<file path="src/rtl/iiitb_bc_pkg.sv">
// Shared definitions for the parametrised binary counter: mode/direction
// encodings and the next-count arithmetic used by the top level.
package iiitb_bc_pkg;

  localparam logic MODE_WRAP = 1'b0;
  localparam logic MODE_SAT  = 1'b1;
  localparam logic DIR_DOWN  = 1'b0;
  localparam logic DIR_UP    = 1'b1;

  // One bit wider than the largest supported counter so count+STEP never truncates.
  localparam int WIDE_W = 33;
  typedef logic [WIDE_W-1:0] wide_t;
  localparam wide_t W_ZERO = '0;
  localparam wide_t W_ONE  = wide_t'(1);

  typedef struct packed {
    logic  tc;
    wide_t value;
  } bc_result_t;

  // tc flags any tick whose unclamped result leaves 0..max_val, in either mode.
  function automatic bc_result_t bc_next(
    input wide_t count,
    input wide_t step,
    input wide_t max_val,
    input logic  dir,
    input logic  mode
  );
    bc_result_t r;
    wide_t      sum;
    r.tc    = 1'b0;
    r.value = count;
    sum     = count + step;
    if (dir == DIR_UP) begin
      if (sum <= max_val) begin
        r.value = sum;
      end else begin
        r.tc    = 1'b1;
        r.value = (mode == MODE_SAT) ? max_val : (sum - max_val - W_ONE);
      end
    end else begin
      if (count >= step) begin
        r.value = count - step;
      end else begin
        r.tc    = 1'b1;
        r.value = (mode == MODE_SAT) ? W_ZERO : (count + max_val + W_ONE - step);
      end
    end
    return r;
  endfunction

endpackage

</file>
<file path="src/rtl/iiitb_bc_if.sv">
// Control and status bundle between the counter and its host logic.
interface iiitb_bc_if #(
  parameter int unsigned WIDTH = 4
);
  logic             en;
  logic             up_down;
  logic             mode;
  logic             clr;
  logic             load;
  logic [WIDTH-1:0] load_val;
  logic             ovf_clr;
  logic [WIDTH-1:0] count;
  logic             tc;
  logic             ovf;

  modport master (
    output en, up_down, mode, clr, load, load_val, ovf_clr,
    input  count, tc, ovf
  );

  modport slave (
    input  en, up_down, mode, clr, load, load_val, ovf_clr,
    output count, tc, ovf
  );
endinterface

</file>
<file path="src/rtl/iiitb_bc_prescaler.sv">
// Enable divider: one tick per PRESC enabled cycles; sync_clr restarts the phase.
module iiitb_bc_prescaler #(
  parameter int unsigned PRESC = 1
) (
  input  logic Clk,
  input  logic reset_n,
  input  logic en,
  input  logic sync_clr,
  output logic tick
);

  generate
    if (PRESC <= 1) begin : g_bypass
      logic unused_in;
      assign unused_in = ^{Clk, reset_n, sync_clr};
      assign tick      = en;
    end else begin : g_div
      localparam int PW = $clog2(PRESC);
      localparam logic [PW-1:0] P_LAST = PW'(PRESC - 1);
      localparam logic [PW-1:0] P_ONE  = PW'(1);

      logic [PW-1:0] p_reg;
      logic [PW-1:0] p_next;

      always_comb begin
        p_next = p_reg;
        if (sync_clr) begin
          p_next = '0;
        end else if (en) begin
          p_next = (p_reg == P_LAST) ? '0 : (p_reg + P_ONE);
        end
      end

      always_ff @(posedge Clk or negedge reset_n) begin
        if (!reset_n) begin
          p_reg <= '0;
        end else begin
          p_reg <= p_next;
        end
      end

      assign tick = en && (p_reg == P_LAST);
    end
  endgenerate

endmodule

</file>
<file path="src/rtl/iiitb_bc_param.sv">
// Parametrised up/down counter with wrap/saturate, load/clear, prescaled
// enable, registered terminal-count pulse and sticky overflow flag.
module iiitb_bc_param
  import iiitb_bc_pkg::*;
#(
  parameter int unsigned       WIDTH   = 4,
  parameter longint unsigned   MAX_VAL = (64'd1 << WIDTH) - 64'd1,
  parameter longint unsigned   STEP    = 1,
  parameter int unsigned       PRESC   = 1
) (
  input  logic       Clk,
  input  logic       reset_n,
  iiitb_bc_if.slave  bus
);

  localparam wide_t MAX_W  = wide_t'(MAX_VAL);
  localparam wide_t STEP_W = wide_t'(STEP);

  logic [WIDTH-1:0] count_reg;
  logic [WIDTH-1:0] count_next;
  logic             tc_reg;
  logic             tc_next;
  logic             ovf_reg;
  logic             ovf_next;
  logic             tick;
  bc_result_t       arith;
  logic             unused_hi;

  iiitb_bc_prescaler #(
    .PRESC (PRESC)
  ) u_presc (
    .Clk      (Clk),
    .reset_n  (reset_n),
    .en       (bus.en),
    .sync_clr (bus.clr | bus.load),
    .tick     (tick)
  );

  assign arith     = bc_next(wide_t'(count_reg), STEP_W, MAX_W, bus.up_down, bus.mode);
  assign unused_hi = ^arith.value[WIDE_W-1:WIDTH];

  // clr > load > tick > hold; tc only ever comes from a tick.
  always_comb begin
    count_next = count_reg;
    tc_next    = 1'b0;
    if (bus.clr) begin
      count_next = '0;
    end else if (bus.load) begin
      count_next = (wide_t'(bus.load_val) > MAX_W) ? MAX_W[WIDTH-1:0] : bus.load_val;
    end else if (tick) begin
      count_next = arith.value[WIDTH-1:0];
      tc_next    = arith.tc;
    end
  end

  // A new overflow beats a simultaneous clear request.
  always_comb begin
    ovf_next = ovf_reg;
    if (tc_next) begin
      ovf_next = 1'b1;
    end else if (bus.ovf_clr) begin
      ovf_next = 1'b0;
    end
  end

  always_ff @(posedge Clk or negedge reset_n) begin
    if (!reset_n) begin
      count_reg <= '0;
      tc_reg    <= 1'b0;
      ovf_reg   <= 1'b0;
    end else begin
      count_reg <= count_next;
      tc_reg    <= tc_next;
      ovf_reg   <= ovf_next;
    end
  end

  assign bus.count = count_reg;
  assign bus.tc    = tc_reg;
  assign bus.ovf   = ovf_reg;

endmodule

</file>
<file path="src/flat_wrapper.sv">
// flat-port wrapper written by rule: the top's interface ports become plain ports
module iiitb_bc_param_flat import iiitb_bc_pkg::*;
#(
  parameter int unsigned       WIDTH   = 4,
  parameter longint unsigned   MAX_VAL = (64'd1 << WIDTH) - 64'd1,
  parameter longint unsigned   STEP    = 1,
  parameter int unsigned       PRESC   = 1
)
  (Clk, reset_n, bus_en, bus_up_down, bus_mode, bus_clr, bus_load, bus_load_val, bus_ovf_clr, bus_count, bus_tc, bus_ovf);
  iiitb_bc_if #(.WIDTH(WIDTH)) bus_i ();
  input  logic Clk;
  input  logic reset_n;
  input wire logic [$bits(bus_i.en)-1:0] bus_en;
  input wire logic [$bits(bus_i.up_down)-1:0] bus_up_down;
  input wire logic [$bits(bus_i.mode)-1:0] bus_mode;
  input wire logic [$bits(bus_i.clr)-1:0] bus_clr;
  input wire logic [$bits(bus_i.load)-1:0] bus_load;
  input wire logic [$bits(bus_i.load_val)-1:0] bus_load_val;
  input wire logic [$bits(bus_i.ovf_clr)-1:0] bus_ovf_clr;
  output wire logic [$bits(bus_i.count)-1:0] bus_count;
  output wire logic [$bits(bus_i.tc)-1:0] bus_tc;
  output wire logic [$bits(bus_i.ovf)-1:0] bus_ovf;
  assign bus_i.en = bus_en;
  assign bus_i.up_down = bus_up_down;
  assign bus_i.mode = bus_mode;
  assign bus_i.clr = bus_clr;
  assign bus_i.load = bus_load;
  assign bus_i.load_val = bus_load_val;
  assign bus_i.ovf_clr = bus_ovf_clr;
  assign bus_count = bus_i.count;
  assign bus_tc = bus_i.tc;
  assign bus_ovf = bus_i.ovf;
  iiitb_bc_param #(.WIDTH(WIDTH), .MAX_VAL(MAX_VAL), .STEP(STEP), .PRESC(PRESC)) u_core (.Clk(Clk), .reset_n(reset_n), .bus(bus_i));
endmodule
</file>
<file path="config.mk">
export PLATFORM = sky130hd
export DESIGN_NAME = iiitb_bc_param_flat
export DESIGN_NICKNAME = d
export VERILOG_FILES = /design/src/rtl/iiitb_bc_pkg.sv /design/src/rtl/iiitb_bc_if.sv /design/src/rtl/iiitb_bc_prescaler.sv /design/src/rtl/iiitb_bc_param.sv /design/src/flat_wrapper.sv
export SDC_FILE = /design/constraint.sdc
export NUM_CORES = 1
export LEC_CHECK = 0
export ABC_AREA = 1
export BUFFER_PORTS_ARGS = -buffer_cell sky130_fd_sc_hd__buf_2
export CORE_AREA = 2 2 41 43
export DETAILED_ROUTE_END_ITERATION = 6
export DIE_AREA = 0 0 43 45
export GPL_TIMING_DRIVEN = 0
export PLACE_DENSITY = 0.73
export REMOVE_ABC_BUFFERS = 1
export SYNTH_ARGS = -nofsm -noshare
export SYNTH_HDL_FRONTEND = slang
export SYNTH_SLANG_ARGS = --single-unit
</file>
<file path="constraint.sdc">
create_clock -name Clk -period 4.68 [get_ports Clk]
set_input_delay 0.468 -clock Clk [delete_from_list [all_inputs] [get_ports Clk]]
set_output_delay 0.468 -clock Clk [all_outputs]
set_load 0.005 [all_outputs]
</file>
==> results by group, run 1 <==
Die
  • Initial core utilization: 0.392
  • Area of the die: 1940 µm²
  • # IOs: 18
  • Floorplan die height: 45 µm
  • Number of cell rows: 14
  • Core box area: between 1000 and 1500 µm²
  • Width of the die: about 43 µm

Final layout
  • Max FFs per register: 4
  • Antenna Cells: 0
  • Area Growth Syn to Fin: 20.2%
  • Finished Cell Area: a little under 700 µm²
  • Final nets: 128
  • Most frequent standard cell in the layout excluding fill and tap cells: nand2_1
  • Fraction of layout cells with a size suffix above 1: 0.255
  • Most used cells in the layout excluding fill and tap cells: nand2_1 (27), buf_2 (17), nor2_1 (13), inv_1 (12), nand3_1 (7)

STA
  • Final setup fails: 0
  • Headroom to the max-slew limit: 0.671
  • Aggregate negative setup slack: 0 ps
  • Highest achievable clock rate: 0.572 GHz
  • Unrepaired setup endpoints after global routing: no
  • Worst hold slack: approximately 38 ps
  • Skew final: between 3 and 4 ps
  • Final count of pins violating max slew: 0
  • Part of the cycle the worst path needs: 0.374
  • Final Hold Vio Count: 0
  • Worst Max-Slew Pin Slew: roughly 490 ps
  • Final critical-path required period: around 1700 ps

Critical path
  • Critical-path cell list: inv_1, ha_1, nand3_1, nor2_1, nand2_1, nand2_1, nand3_1, nand3_1, nand2_1, o21ai_1
  • Combined buffer and inverter count along the critical path: 1
  • Cell family contributing the most delay on the critical path: simple AND/OR/NAND/NOR gates
  • Crit path kind: reg -> reg
  • Depth of the most critical reg-to-reg path: 10
  • Critical-path maximum fanout: 8
  • Crit path required time: slightly below 5000 ps
  • Worst setup SP type: flip-flop
  • Critical path data arrival time: approximately 1900 ps
  • Kind of capture point of the worst setup path: flip-flop
  • Slowest stage delay, CP: 530 ps
  • Slowest library cell on the worst path: dfrtp_1
  • Stages on worst setup path: 10

Route
  • Initial DRC Count: 14
  • Via Count: about 600
  • Count of unresolved DRC violations after routing: 0
  • Pre-antenna DRT Iters: 4
  • Antenna-violating nets left: 0
  • Vias per inst: between 4 and 5
  • Total wirelength of the detailed-routed design: 1250 µm
  • Average wire per standard cell: between 9 and 10 µm

Clock tree
  • Clk root buf: clkbuf_4
  • Maximum level of the CTS H-tree: 1
  • Number of CTS-inserted buffers: 3
  • Number of resized instances in the post-cts repair step: 0
  • Clock-pin slew on the worst setup and hold paths: 40 ps
  • Hold Buf Count CTS: 0
  • Number of sinks driven by the clock tree: 6
  • Clock tree from TritonCTS: built
  • Setup repair bufs after CTS: 0
  • Insertion delay of the later-clocked pin in the worst-skew pair: around 240 ps
  • Maximum clock insertion buffer count: 2

Global route
  • Total track usage: 0.137
  • Via count of the first global-routing pass: about 500
  • Largest net degree at the start of global routing: 12
  • Total congestion overflow after global routing: 0
  • First-pass GRT wire length: 1990 µm
  • Number of antenna violations at the first check in global routing: 0

Synth
  • Mean post-synth cell area: around 6.3 µm²
  • Synth cell types: 19
  • Sequential-to-total area share from yosys stat: 0.260
  • Number of warnings issued by yosys: 0
  • Post-Synthesis Cells: 91
  • Total standard cell area after synthesis: between 500 and 600 µm²
  • Synth Register Bits: 6

Min path
  • Worst min-delay path class: in -> async

Power and ir drop
  • Maximum resistive drop on vdd: roughly 0.19 mV
  • Lkg Pwr: ~0.4 nW
  • Total power divided by cell area: around 240 nW/µm²

Place
  • Detailed-placement wirelength estimate: between 1000 and 1500 µm
  • Placed Instance Area: ~670 µm²
  • Total of buffers placed on input and output ports: 17
  • Last weighted congestion value of the routability-driven placer: ~0.81

Status
  • Status: completed

Run
  • Count of max-cap constraint violations: 0
## power by group
group / internal, mW / switching, mW
Combinational: 0.0244 / 0.0327
Sequential: 0.0563 / 0.0106
Clock: 0.0289 / 0.0168
## cell type report
type / count / area [µm²]
Clock buffer: 3 / 22.5
Fill cell: 158 / 778
Inverter: 14 / 52.6
Multi-Input combinational cell: 70 / 363
Sequential cell: 6 / 150
Tap cell: 16 / 20.0
Timing Repair Buffer: 17 / 85.1
## kinds of logic after synthesis
group | count (synthesis) | synth area share
AO/OA/AOI/OAI | 9 | 0.0868
XOR/XNOR | 1 | 0.0152
adder cells (fa/ha/maj) | 4 | 0.0868
buffers and inverters | 15 | 0.111
flip-flops | 6 | 0.260
AND/OR/NAND/NOR | 56 | 0.440
## metal layers
metal | vias up | share of wire | GRT usage | routed length [µm]
met5 | - | 0 | 0 | 0
met4 | 0 | 0 | 0.0182 | 0
met3 | 0 | 0.058 | 0.0480 | 72
met2 | 18 | 0.48 | 0.233 | 605
met1 | 271 | 0.46 | 0.175 | 572
li1 | 329 | - | - | -
## cells in the mapped netlist
| cell type | number | area share |
|---|---|---|
| o211ai_1 | 2 | 0.026 |
| nand2_2 | 1 | 0.011 |
| nand3_1 | 7 | 0.061 |
| nand4_1 | 3 | 0.033 |
| or2_2 | 1 | 0.011 |
| nor2_4 | 1 | 0.020 |
| nand2_1 | 27 | 0.18 |
| buf_6 | 1 | 0.020 |
| xor2_1 | 1 | 0.015 |
| nor2_2 | 1 | 0.011 |
| ha_1 | 4 | 0.087 |
| a21oi_1 | 3 | 0.026 |
| nand3_2 | 2 | 0.035 |
| inv_1 | 12 | 0.078 |
| nor2_1 | 13 | 0.085 |
| dfrtp_1 | 6 | 0.26 |
| o21ai_1 | 2 | 0.017 |
| inv_2 | 2 | 0.013 |
| o21ai_0 | 2 | 0.017 |
## stage by stage
stage          utilization  power, mW  instances  worst slack, ps
2_1_floorplan            -      0.104         90             3150
3_3_place_gp         0.456      0.123        123             2990
3_5_place_dp         0.456      0.125        123             2950
4_1_cts              0.471      0.172        126             2940
5_1_grt              0.471      0.184        126             2770
6_report             0.471      0.170        126             2930
## final timing paths
| path | from | to | slack (ps) |
|---|---|---|---|
| worst min-delay path | reset_n | u_core.bus.tc$_DFF_PN0_ | 40 |
| worst min register to register | u_core.bus.ovf$_DFFE_PN0P_ | u_core.bus.ovf$_DFFE_PN0P_ | 540 |
| min in group Clk | bus_ovf_clr | u_core.bus.ovf$_DFFE_PN0P_ | 420 |
| worst max register to register | u_core.bus.count[1]$_DFFE_PN0P_ | u_core.bus.count[1]$_DFFE_PN0P_ | 2930 |
| worst max-delay path | u_core.bus.count[1]$_DFFE_PN0P_ | u_core.bus.count[1]$_DFFE_PN0P_ | 2930 |
| max in group asynchronous | reset_n | u_core.bus.count[2]$_DFFE_PN0P_ | 4500 |
Note: power is estimated with default switching activity, not from simulation.
==> run 2, diff against run 1 <==
==> constraint.sdc (replaced) <==
create_clock -name Clk -period 1.7 [get_ports Clk]
set_input_delay 0.17 -clock Clk [delete_from_list [all_inputs] [get_ports Clk]]
set_output_delay 0.17 -clock Clk [all_outputs]
set_load 0.005 [all_outputs]
==> results by group, run 2 (synthesis gave the netlist of run 1 again) <==
Route
  • Count of unresolved DRC violations after routing: 0 (unchanged)
  • Average wire per standard cell: 10.0 µm (+1.1%)
  • Antenna-violating nets left: 0 (unchanged)
  • Pre-antenna DRT Iters: 4 (unchanged)
  • Via Count: 624 (+0.97%)
  • Vias per inst: 4.88 (-0.61%)
  • Initial DRC Count: 19 (+5)
  • Total wirelength of the detailed-routed design: 1280 µm (+2.7%)

STA
  • Skew final: 5.22 ps (+1.60 ps)
  • Final Hold Vio Count: 0 (unchanged)
  • Worst hold slack: 125 ps (+87.4 ps)
  • Part of the cycle the worst path needs: 0.915 (+0.541)
  • Worst Max-Slew Pin Slew: 475 ps (-18.1 ps)
  • Final setup fails: 0 (unchanged)
  • Unrepaired setup endpoints after global routing: no
  • Final critical-path required period: 1560 ps (-193 ps)
  • Headroom to the max-slew limit: 0.683 (+0.0121)
  • Highest achievable clock rate: 0.643 GHz (+12%)
  • Aggregate negative setup slack: 0 ps (unchanged)
  • Final count of pins violating max slew: 0 (unchanged)
  • Post-route worst setup slack: 144 ps (-2790 ps)

Die
  • # IOs: 18 (unchanged)
  • Number of cell rows: 14 (unchanged)
  • Core box area: 1470 µm² (unchanged)
  • Floorplan die height: 45 µm (unchanged)
  • Width of the die: 43 µm (unchanged)
  • Initial core utilization: 0.392 (unchanged)
  • Area of the die: 1940 µm² (unchanged)

Critical path
  • Critical path data arrival time: 1680 ps (-230 ps)
  • Cell family contributing the most delay on the critical path: simple AND/OR/NAND/NOR gates
  • Kind of capture point of the worst setup path: flip-flop
  • Slowest stage delay, CP: 450 ps (-80 ps)
  • Combined buffer and inverter count along the critical path: 1 (unchanged)
  • Worst setup SP type: flip-flop
  • Critical Path Most Common Cell: nand2_1
  • Critical-path maximum fanout: 7 (-1)
  • Critical-path cell list: inv_2, ha_4, nand3_1, nor2_1, nand2_1, nand2_2, nand2_1, nand2_1, nand2_1, nand2_1, nand2_1, nand2_1
  • Slowest library cell on the worst path: dfrtp_2
  • Crit path required time: 1820 ps (-3030 ps)
  • Crit path kind: reg -> reg

Clock tree
  • Insertion delay of the later-clocked pin in the worst-skew pair: 240 ps (about the same)
  • Maximum level of the CTS H-tree: 1 (unchanged)
  • Clock tree from TritonCTS: built
  • Number of sinks driven by the clock tree: 6 (unchanged)
  • Maximum clock insertion buffer count: 2 (unchanged)
  • Number of CTS-inserted buffers: 3 (unchanged)
  • Clk root buf: clkbuf_4
  • Clock-pin slew on the worst setup and hold paths: 40 ps (about the same)

Run
  • Count of max-cap constraint violations: 0 (unchanged)

Power and ir drop
  • Overall power of the completed layout: 0.484 mW (+190%)
  • Lkg Pwr: 0.404 nW (+1.7%)
  • Total power divided by cell area: 664 nW/µm² (+170%)
  • Maximum resistive drop on vdd: 0.537 mV (+180%)

Final layout
  • Antenna Cells: 0 (unchanged)
  • Max FFs per register: 4 (unchanged)
  • Final nets: 130 (+1.6%)
  • Final core occ: 0.495 (+0.0238)
  • Most frequent standard cell in the layout excluding fill and tap cells: nand2_1
  • Most used cells in the layout excluding fill and tap cells: nand2_1 (26), buf_2 (17), nor2_1 (13), inv_1 (11), nand3_1 (7)
  • Fraction of layout cells with a size suffix above 1: 0.304 (+0.0490)
  • Fill cell total of the finished layout: 161 (+1.9%)
  • Finished Cell Area: 728 µm² (+5.1%)
  • Final cell count without fillers: 128 (+1.6%)
  • Area Growth Syn to Fin: 26.2%

Place
  • Placed cells: 123 (unchanged)
  • Last weighted congestion value of the routability-driven placer: 0.807 (unchanged)
  • Placed Instance Area: 671 µm² (unchanged)
  • Detailed-placement wirelength estimate: 1020 µm (unchanged)
  • Post-Place Setup Slack: -26.3 ps (-2980 ps)
  • Total of buffers placed on input and output ports: 17 (unchanged)

Global route
  • Total congestion overflow after global routing: 0 (unchanged)
  • Via count of the first global-routing pass: 516 (+4.2%)
  • Number of antenna violations at the first check in global routing: 0 (unchanged)
  • Total track usage: 0.140 (+0.00254)
  • First-pass GRT wire length: 2040 µm (+2.8%)
  • Largest net degree at the start of global routing: 12 (unchanged)

Min path
  • Worst min-delay path class: in -> reg

Status
  • Status: completed
## run 2: cell count changes in the layout (fill, tap and decap cells not counted)
cell and delta:
dfrtp_1 -2, dfrtp_2 +2, buf_4 +1, dlygate4sd3_1 +1, ha_1 -1, ha_4 +1, inv_1 -1, inv_2 +1
nand2_1 -1, nand2_2 +1
## run 2: worst register-to-register path, cell delays in order, from the launching register on
cell and delay, ps:
dfrtp_2 450, inv_2 170, ha_4 240, nand3_1 80, nor2_1 40, nand2_1 90
nand2_2 60, nand2_1 60, nand2_1 40, nand2_1 60, nand2_1 50, nand2_1 60
nand2_1 50
## run 2: power breakdown
part | internal (mW) | switching, mW
Clock | 0.0796 | 0.0472
Sequential | 0.156 | 0.0283
Combinational | 0.0779 | 0.0947
Total | 0.314 | 0.170
## run 2: layer usage
layer | vias up | share of wire | track usage
met5 | - | 0 | 0
met3 | 0 | 0.059 | 0.0480
li1 | 332 | - | -
met2 | 17 | 0.49 | 0.236
met1 | 275 | 0.45 | 0.180
met4 | 0 | 0 | 0.0182
## run 2: path summary, 6_finish.rpt
kind	startpoint	endpoint	slack, ps	cells after the start
worst max-delay path	u_core.bus.count[0]$_DFFE_PN0P_	u_core.bus.count[2]$_DFFE_PN0P_	140	12
worst min-delay path	bus_ovf_clr	u_core.bus.ovf$_DFFE_PN0P_	130	2
worst max register to register	u_core.bus.count[0]$_DFFE_PN0P_	u_core.bus.count[2]$_DFFE_PN0P_	140	12
worst min register to register	u_core.bus.ovf$_DFFE_PN0P_	u_core.bus.ovf$_DFFE_PN0P_	530	2
max in group asynchronous	reset_n	u_core.bus.count[1]$_DFFE_PN0P_	1260	2
min in group asynchronous	reset_n	u_core.bus.tc$_DFF_PN0_	280	2
## run 2: final cells by class
class | count | area (µm²) | share of cell area
inverter | 14 | 52.6 | 0.0722
tap | 16 | 20.0 | 0.0275
clock buffer | 3 | 22.5 | 0.0309
multi-input combinational | 70 | 378 | 0.519
sequential | 6 | 153 | 0.210
timing repair buffer | 19 | 103 | 0.141
## run 2: what timing repair did
action | in CTS | in global routing
setup buffers | 0 | 1
hold endpoints to repair | 6 | 0
resized for setup | 1 | 4
hold buffers | 1 | 0
pin swaps | 0 | 0
endpoints found under the setup margin | 3 | 4
==> run 3, diff against run 2 <==
--- a/config.mk
+++ b/config.mk
@@ -10,7 +10,6 @@
 export CORE_AREA = 2 2 41 43
 export DETAILED_ROUTE_END_ITERATION = 6
 export DIE_AREA = 0 0 43 45
-export GPL_TIMING_DRIVEN = 0
 export PLACE_DENSITY = 0.73
 export REMOVE_ABC_BUFFERS = 1
 export SYNTH_ARGS = -nofsm -noshare
==> results by group, run 3 (synthesis gave the netlist of run 1 again) <==
Global route
  • First-pass GRT wire length: 2390 µm (+17%)
  • Total track usage: 0.163 (+0.0234)
  • Number of antenna violations at the first check in global routing: 0 (unchanged)
  • Largest net degree at the start of global routing: 12 (unchanged)
  • Via count of the first global-routing pass: 559 (+8.3%)
  • Total congestion overflow after global routing: 0 (unchanged)

Die
  • # IOs: 18 (unchanged)
  • Width of the die: 43 µm (unchanged)
  • Floorplan die height: 45 µm (unchanged)
  • Initial core utilization: 0.392 (unchanged)
  • Area of the die: 1940 µm² (unchanged)
  • Number of cell rows: 14 (unchanged)
  • Core box area: 1470 µm² (unchanged)

Critical path
  • Slack of the worst reg-to-reg path: 170 ps (+20 ps)
  • Slowest stage delay, CP: 390 ps (-60 ps)
  • Critical-path cell list: inv_1, ha_1, nand3_1, nor2_1, nand2_1, nand2_1, nand3_1, nand3_1, nand2_1, o21ai_1
  • Crit path kind: reg -> reg
  • Crit path required time: 1860 ps (+40 ps)
  • Slowest library cell on the worst path: dfrtp_1
  • Worst setup SP type: flip-flop
  • Critical path data arrival time: 1690 ps (about the same)
  • Critical-path maximum fanout: 4 (-3)
  • Kind of capture point of the worst setup path: flip-flop

Place
  • Detailed-placement wirelength estimate: 1220 µm (+19%)
  • Post-Place Setup Slack: 161 ps (+187 ps)
  • Last weighted congestion value of the routability-driven placer: 0.866 (+7.3%)
  • Total of buffers placed on input and output ports: 17 (unchanged)

Clock tree
  • Maximum level of the CTS H-tree: 1 (unchanged)
  • Hold Buf Count CTS: 1 (unchanged)
  • Number of resized instances in the post-cts repair step: 0 (-1)
  • Setup repair bufs after CTS: 0 (unchanged)
  • Number of CTS-inserted buffers: 3 (unchanged)
  • Maximum clock insertion buffer count: 2 (unchanged)
  • Clk root buf: clkbuf_4
  • Insertion delay of the later-clocked pin in the worst-skew pair: 240 ps (about the same)
  • Number of sinks driven by the clock tree: 6 (unchanged)
  • Clock-pin slew on the worst setup and hold paths: 50 ps (about the same)
  • Clock tree from TritonCTS: built

STA
  • Post-route worst setup slack: 168 ps (+23.7 ps)
  • Aggregate negative setup slack: 0 ps (unchanged)
  • Final count of pins violating max slew: 0 (unchanged)
  • Unrepaired setup endpoints after global routing: no
  • Headroom to the max-slew limit: 0.702 (+0.0182)
  • Part of the cycle the worst path needs: 0.901 (-0.0140)
  • Worst Max-Slew Pin Slew: 447 ps (-27.4 ps)
  • Final setup fails: 0 (unchanged)
  • Final critical-path required period: 1530 ps (-23.7 ps)
  • Final Hold Vio Count: 0 (unchanged)
  • Highest achievable clock rate: 0.653 GHz (+1.5%)
  • Skew final: 2.26 ps (-2.95 ps)

Power and ir drop
  • Overall power of the completed layout: 0.484 mW (about the same)
  • Clock share of power: 0.266 (+0.004)
  • Part of the total power dissipated in combinational logic: 0.370 (+0.013)
  • Cell Int Power: 0.312 mW (-0.47%)
  • Lkg Pwr: 0.416 nW (+3.0%)
  • Register share of total power: 0.364 (-0.017)
  • P_sw: 0.172 mW (+0.99%)
  • Total power divided by cell area: 667 nW/µm² (+0.39%)
  • Switching share of power: 0.355 (+0.00334)
  • Maximum resistive drop on vdd: 0.336 mV (-37%)

Route
  • Total wirelength of the detailed-routed design: 1420 µm (+11%)
  • Wire length on met2: 729 µm (+15%)
  • Antenna-violating nets left: 0 (unchanged)
  • Count of unresolved DRC violations after routing: 0 (unchanged)
  • Initial DRC Count: 18 (-1)
  • Pre-antenna DRT Iters: 4 (unchanged)
  • Top sig layer: met4
  • Via Count: 643 (+3.0%)
  • Length of routed met3 wiring: 89 µm (+17%)
  • Routed length on met1: 582 µm (+1.4%)
  • Average wire per standard cell: 10.9 µm (+9.0%)
  • Vias per inst: 4.95 (+1.5%)

Final layout
  • Max FFs per register: 4 (unchanged)
  • Fraction of layout cells with a size suffix above 1: 0.272 (-0.0316)
  • Most frequent standard cell in the layout excluding fill and tap cells: nand2_1
  • Area Growth Syn to Fin: 25.8%
  • Antenna Cells: 0 (unchanged)
  • Most used cells in the layout excluding fill and tap cells: nand2_1 (27), buf_2 (17), nor2_1 (13), inv_1 (12), nand3_1 (7)
  • Fill cell total of the finished layout: 151 (-6.2%)
  • Final nets: 132 (+1.5%)

Min path
  • Worst min-delay path class: in -> reg

Run
  • Count of max-cap constraint violations: 0 (unchanged)

Status
  • Status: completed
[run 3: through the flow]
stage          area [µm²]   util  cells  hold WS (ps)
6_report              726  0.493    130           183
5_1_grt               726  0.493    130           199
4_1_cts               726  0.493    130           172
3_5_place_dp          693  0.471    126        -0.178
3_3_place_gp          693  0.471    126         -5.61
2_1_floorplan         566      -     90          -126
[run 3: power groups by stage]
stage,Sequential [mW],Clock (mW),Combinational (mW)
final,0.176,0.129,0.179
after global routing,0.179,0.137,0.205
after CTS,0.176,0.129,0.181
after detailed placement,0.178,0,0.178
after global placement,0.177,0,0.173
after floorplan,0.181,0,0.106
[run 3: cell type report]
| class | count | area [µm²] | share of cell area |
|---|---|---|---|
| well taps | 16 | 20.0 | 0.0276 |
| repair buffers | 21 | 118 | 0.162 |
| clock buffers | 3 | 22.5 | 0.0310 |
| inverters | 14 | 52.6 | 0.0724 |
| flip-flops and latches | 6 | 150 | 0.207 |
| multi-input cells | 70 | 363 | 0.500 |
[run 3: path summary, 6_finish.rpt]
kind | startpoint | to | cells after the start
min in group asynchronous | reset_n | u_core.bus.ovf$_DFFE_PN0P_ | 2
min reg2reg | u_core.bus.count[3]$_DFFE_PN0P_ | u_core.bus.count[3]$_DFFE_PN0P_ | 2
max reg2reg | u_core.bus.count[1]$_DFFE_PN0P_ | u_core.bus.count[0]$_DFFE_PN0P_ | 10
min | bus_ovf_clr | u_core.bus.ovf$_DFFE_PN0P_ | 2
max | u_core.bus.count[1]$_DFFE_PN0P_ | u_core.bus.count[0]$_DFFE_PN0P_ | 10
max in group asynchronous | reset_n | u_core.bus.tc$_DFF_PN0_ | 2
[run 3: critical path: cells and delay by family, from the launching register on]
kind                       cells  cell delay, ps
AOI/OAI and AO/OA              1              80
adders and majority gates      1             320
buffers and inverters          1             100
DFF                            1             390
and+or+nand+nor                7             550
[run 3: routing by layer]
metal	GRT usage	up-vias
met3	0.0160	2
met5	0	-
met4	0.0606	0
met2	0.303	28
li1	-	334
met1	0.196	279
